$ cat src/rtl/chained_shift_out.sv
// Serial driver for a daisy-chain of latching shift registers (74HC595-style).
// Captures an N-bit word, shifts it out paced by i_clk_stb, then pulses the storage latch once.
module chained_shift_out #(
  parameter int unsigned WIDTH   = 8,
  parameter int unsigned DEVICES = 2
) (
  input  logic                       i_clk,
  input  logic                       i_reset,
  input  logic                       i_clk_stb,
  input  logic                       i_start_stb,
  input  logic                       i_lsb_first,
  input  logic [WIDTH*DEVICES-1:0]   i_parallel_data,
  output logic                       o_busy,
  output logic                       o_done,
  output logic                       o_serial_data,
  output logic                       o_serial_clk,
  output logic                       o_serial_latch
);

  localparam int unsigned N    = WIDTH * DEVICES;
  localparam int unsigned CntW = $clog2(N);

  typedef enum logic [1:0] {StIdle, StData, StClk, StLatch} state_e;

  state_e          state_q, state_d;
  logic [N-1:0]    shreg_q, shreg_d;
  logic [CntW-1:0] cnt_q, cnt_d;
  logic            lsb_q, lsb_d;
  logic            busy_q, busy_d;
  logic            done_q, done_d;
  logic            sdata_q, sdata_d;
  logic            sclk_q, sclk_d;
  logic            latch_q, latch_d;
  logic            last_bit;

  assign last_bit = (cnt_q == CntW'(N - 1));

  // State register
  always_ff @(posedge i_clk) begin
    if (i_reset) begin
      state_q <= StIdle;
    end else begin
      state_q <= state_d;
    end
  end

  // Next-state logic
  always_comb begin
    state_d = state_q;
    unique case (state_q)
      StIdle:  if (i_start_stb) state_d = StData;
      StData:  if (i_clk_stb) state_d = StClk;
      StClk:   if (i_clk_stb) state_d = last_bit ? StLatch : StData;
      StLatch: if (i_clk_stb) state_d = StIdle;
      default: state_d = StIdle;
    endcase
  end

  // Datapath and registered-output next values
  always_comb begin
    shreg_d = shreg_q;
    cnt_d   = cnt_q;
    lsb_d   = lsb_q;
    busy_d  = busy_q;
    done_d  = 1'b0;
    sdata_d = sdata_q;
    sclk_d  = sclk_q;
    latch_d = latch_q;
    unique case (state_q)
      StIdle: begin
        if (i_start_stb) begin
          shreg_d = i_parallel_data;
          lsb_d   = i_lsb_first;
          cnt_d   = '0;
          busy_d  = 1'b1;
          sdata_d = i_lsb_first ? i_parallel_data[0] : i_parallel_data[N-1];
        end
      end
      StData: begin
        if (i_clk_stb) sclk_d = 1'b1;
      end
      StClk: begin
        if (i_clk_stb) begin
          sclk_d = 1'b0;
          if (last_bit) begin
            latch_d = 1'b1;
          end else begin
            // Next bit is presented on the same edge the serial clock falls
            shreg_d = lsb_q ? (shreg_q >> 1) : (shreg_q << 1);
            sdata_d = lsb_q ? shreg_q[1] : shreg_q[N-2];
            cnt_d   = cnt_q + CntW'(1);
          end
        end
      end
      StLatch: begin
        if (i_clk_stb) begin
          latch_d = 1'b0;
          sdata_d = 1'b0;
          done_d  = 1'b1;
          busy_d  = 1'b0;
        end
      end
      default: ;
    endcase
  end

  always_ff @(posedge i_clk) begin
    if (i_reset) begin
      shreg_q <= '0;
      cnt_q   <= '0;
      lsb_q   <= 1'b0;
      busy_q  <= 1'b0;
      done_q  <= 1'b0;
      sdata_q <= 1'b0;
      sclk_q  <= 1'b0;
      latch_q <= 1'b0;
    end else begin
      shreg_q <= shreg_d;
      cnt_q   <= cnt_d;
      lsb_q   <= lsb_d;
      busy_q  <= busy_d;
      done_q  <= done_d;
      sdata_q <= sdata_d;
      sclk_q  <= sclk_d;
      latch_q <= latch_d;
    end
  end

  assign o_busy         = busy_q;
  assign o_done         = done_q;
  assign o_serial_data  = sdata_q;
  assign o_serial_clk   = sclk_q;
  assign o_serial_latch = latch_q;

endmodule

$ cat config.mk
export PLATFORM = sky130hd
export DESIGN_NAME = chained_shift_out
export DESIGN_NICKNAME = d
export VERILOG_FILES = /design/src/rtl/chained_shift_out.sv
export SDC_FILE = /design/constraint.sdc
export NUM_CORES = 1
export LEC_CHECK = 0
export BUFFER_PORTS_ARGS = -buffer_cell sky130_fd_sc_hd__buf_2
export CAP_MARGIN = 0
export CORE_AREA = 4 4 57 59
export CTS_CLUSTER_SIZE = 28
export DETAILED_ROUTE_END_ITERATION = 8
export DIE_AREA = 0 0 61 63
export MAX_ROUTING_LAYER = met4
export PLACE_DENSITY = 0.89
export SYNTH_ARGS = -nofsm -noshare
export SYNTH_HDL_FRONTEND = slang
export SYNTH_SLANG_ARGS = --single-unit
$ cat constraint.sdc
create_clock -name i_clk -period 5.3 [get_ports i_clk]
set_clock_uncertainty 0.05 [all_clocks]
set_input_delay 1.06 -clock i_clk [delete_from_list [all_inputs] [get_ports i_clk]]
set_output_delay 1.06 -clock i_clk [all_outputs]
set_load 0.02 [all_outputs]
==> results.tsv <==
metric	value	unit
slew margin rel.	0.407	
Seq/Total Area, Yosys	0.352	
CTS tree	built	
drt first pass iters	4	
worst path bufs/invs	2	
Yosys cell types	38	
number of H-tree levels	1	
delay-heaviest family, CP	compound AO/OA/AOI/OAI gates	
post-place setup slack	2.75	ns
Final Total Pwr	0.796	mW
Crit Path Class	reg -> reg	
HPWL Detailed	2230	um
Max stage delay on crit path	0.57	ns
Synth top area share	0.352	
Clock Path Buffers	2	
async set-reset flop share out of synthesis	0	
synth top area cells	dfxtp_1 (35%), mux2i_1 (9.4%), nand2_1 (8.5%)	
Startpoint Class	flip-flop	
fin. max-slew vios	0	
CTS buffer count	3	
Worst Setup End Kind	flip-flop	
Clk pwr share	0.177	
ant diodes	0	
top-count cell post-synth	nand2_1	
first-pass GRT wire length	5570	um
Critical Path Fanout Max	45	
CP max-delay cell	o211a_1	
WHS	0.434	ns
post-CTS sizing	0	
Hold Buf Count CTS	0	
DP Cell Count	231	
Least-Margin Pin Slew	0.888	ns
Max Freq	424	MHz
post-synthesis simple-gate area fraction	0.190	
P&R area growth vs syn	7.47	%
EDFF count, synth	0	
Final Non-Filler Cells	235	
combinational family with the most area after synthesis	compound AO/OA/AOI/OAI gates	
Final min period	2.36	ns
Mapped Avg Cell Area	8.41	um2
die area	3840	um2
run status	complete, no violations	
Max-Cap Viols	0	
starting density of the core	0.587	
largest net degree at the start of global routing	46	
Post-Syn Instances	189	
Max VDD drop	0.382	mV
clock root cell	clkbuf_4	
CP cell instances	inv_1 > ha_1 > buf_4 > nand4_1 > o211a_1 > nor2_1 > a311oi_2	
clock slew at reported path FFs	0.15	ns
DR iter-0 viols	40	
Placer Congestion	0.829	
Power Dens Cells	466	nW/um2
initial antenna violation count	0	
Final Hold Vio Count	0	
final setup margin	2.94	ns
IO Pins	26	
switching power total	0.315	mW
Top FF cell, synth	dfxtp_1	
Final setup viols	0	
worst min-delay path class	reg -> reg	
Die W	61	um
final wirelength	3280	um
most frequent cells after synthesis	nand2_1 (36), dfxtp_1 (28), a21oi_1 (25)	
dpl cell area	1660	um2
unrepaired setup endpoints after global routing	no	
DR vias	1351	
post-CTS setup buffer count	0	
net switching fraction of the power	0.396	
TNS Setup	0	ns
routed length per instance	13.9	um
synth warn	0	
Static Leak	0.645	nW
fraction of layout instances using a drive strength above 1	0.181	
syn nets	216	
final core utilization	0.631	
vias in the first global route	1299	
Final period util	0.445	
combinational share of power	0.419	
Residual DRC	0	
mux share of post-synthesis cell area	0.109	
Mapped Area	1590	um2
Arr. time, crit path	2.56	ns
gr ovfl total	0	
Int Pwr	0.480	mW
post-synthesis xor/xnor area fraction	0	
antenna viol nets, final	0	
die height	63	um
Synth area leader	dfxtp_1	
core footprint	2710	um2
Vias/cell	5.75	
gr usage total	0.188	
Sequential Power Share	0.403	
Buffers on Ports	25	
Clk Latency, worst-skew pair	0.33	ns
flops & latches, synth	28	
clk sinks	28	
WP data required	5.50	ns
adder-cell area share of the yosys netlist	0.0472	
Site Rows	19	
# nets final	232	
Final Cell Area	1710	um2
Compound-Gate Fraction of Synth Area	0.223	
==> sequential cells by signal (all words and copies together) (netlist names) <==
signal          count
lsb_q               1
o_serial_latch      1
o_done              1
state_q             2
cnt_q               4
o_serial_data       1
o_serial_clk        1
o_busy              1
shreg_q            16
==> layout make-up <==
cell class / instances / area [um2]
Fill cell: 266 / 1000
Multi-Input combinational cell: 141 / 906
Sequential cell: 28 / 561
Timing Repair Buffer: 26 / 133
Tap cell: 31 / 38.8
Clock inverter: 1 / 30.0
Clock buffer: 3 / 22.5
Inverter: 5 / 18.8
==> routing by layer <==
metal	wire length (um)	global-route usage	vias to the layer above
li1	-	-	702
met1	1450	0.225	616
met2	1660	0.314	29
met3	134	0.0289	4
met4	31	0.0596	0
met5	0	-	-
==> kinds of logic after synthesis <==
| logic type | Yosys count |
|---|---|
| AO/OA/AOI/OAI | 55 |
| flip-flops | 28 |
| AND/OR/NAND/NOR | 63 |
| multiplexers | 17 |
| buffers and inverters | 20 |
| adder cells (fa/ha/maj) | 6 |
==> tightest hold or removal path, cell delays in order, from the launching register on <==
cell	delay, ns
dfxtp_1	0.33
o21ai_0	0.07
a21oi_1	0.06
==> power by group through the flow <==
stage | Combinational [mW] | Sequential (mW) | Clock [mW]
2_1_floorplan | 0.308 | 0.313 | 0
3_3_place_gp | 0.323 | 0.323 | 0
3_5_place_dp | 0.332 | 0.326 | 0
4_1_cts | 0.337 | 0.321 | 0.142
5_1_grt | 0.379 | 0.329 | 0.154
6_report | 0.334 | 0.321 | 0.141
==> path summary, 6_finish.rpt <==
check / slack [ns] / depth (start not counted) / end / startpoint
max reg2reg: 2.94 / 7 / shreg_q[15] / state_q[0]
min reg2reg: 0.43 / 2 / o_busy / o_busy
max: 2.94 / 7 / shreg_q[15] / state_q[0]
min: 0.43 / 2 / o_busy / o_busy
==> layout by cell type (no fill, tap or decap), types with 3 or more instances in the layout <==
cell type	count
a21oi_1	25
clkbuf_4	3
mux2i_1	15
ha_1	6
o21ai_0	8
buf_2	25
nor2_1	4
dfxtp_1	28
nor3_1	3
o211ai_1	14
inv_1	5
nand2_1	36
Power figures use the tool's default switching activity.
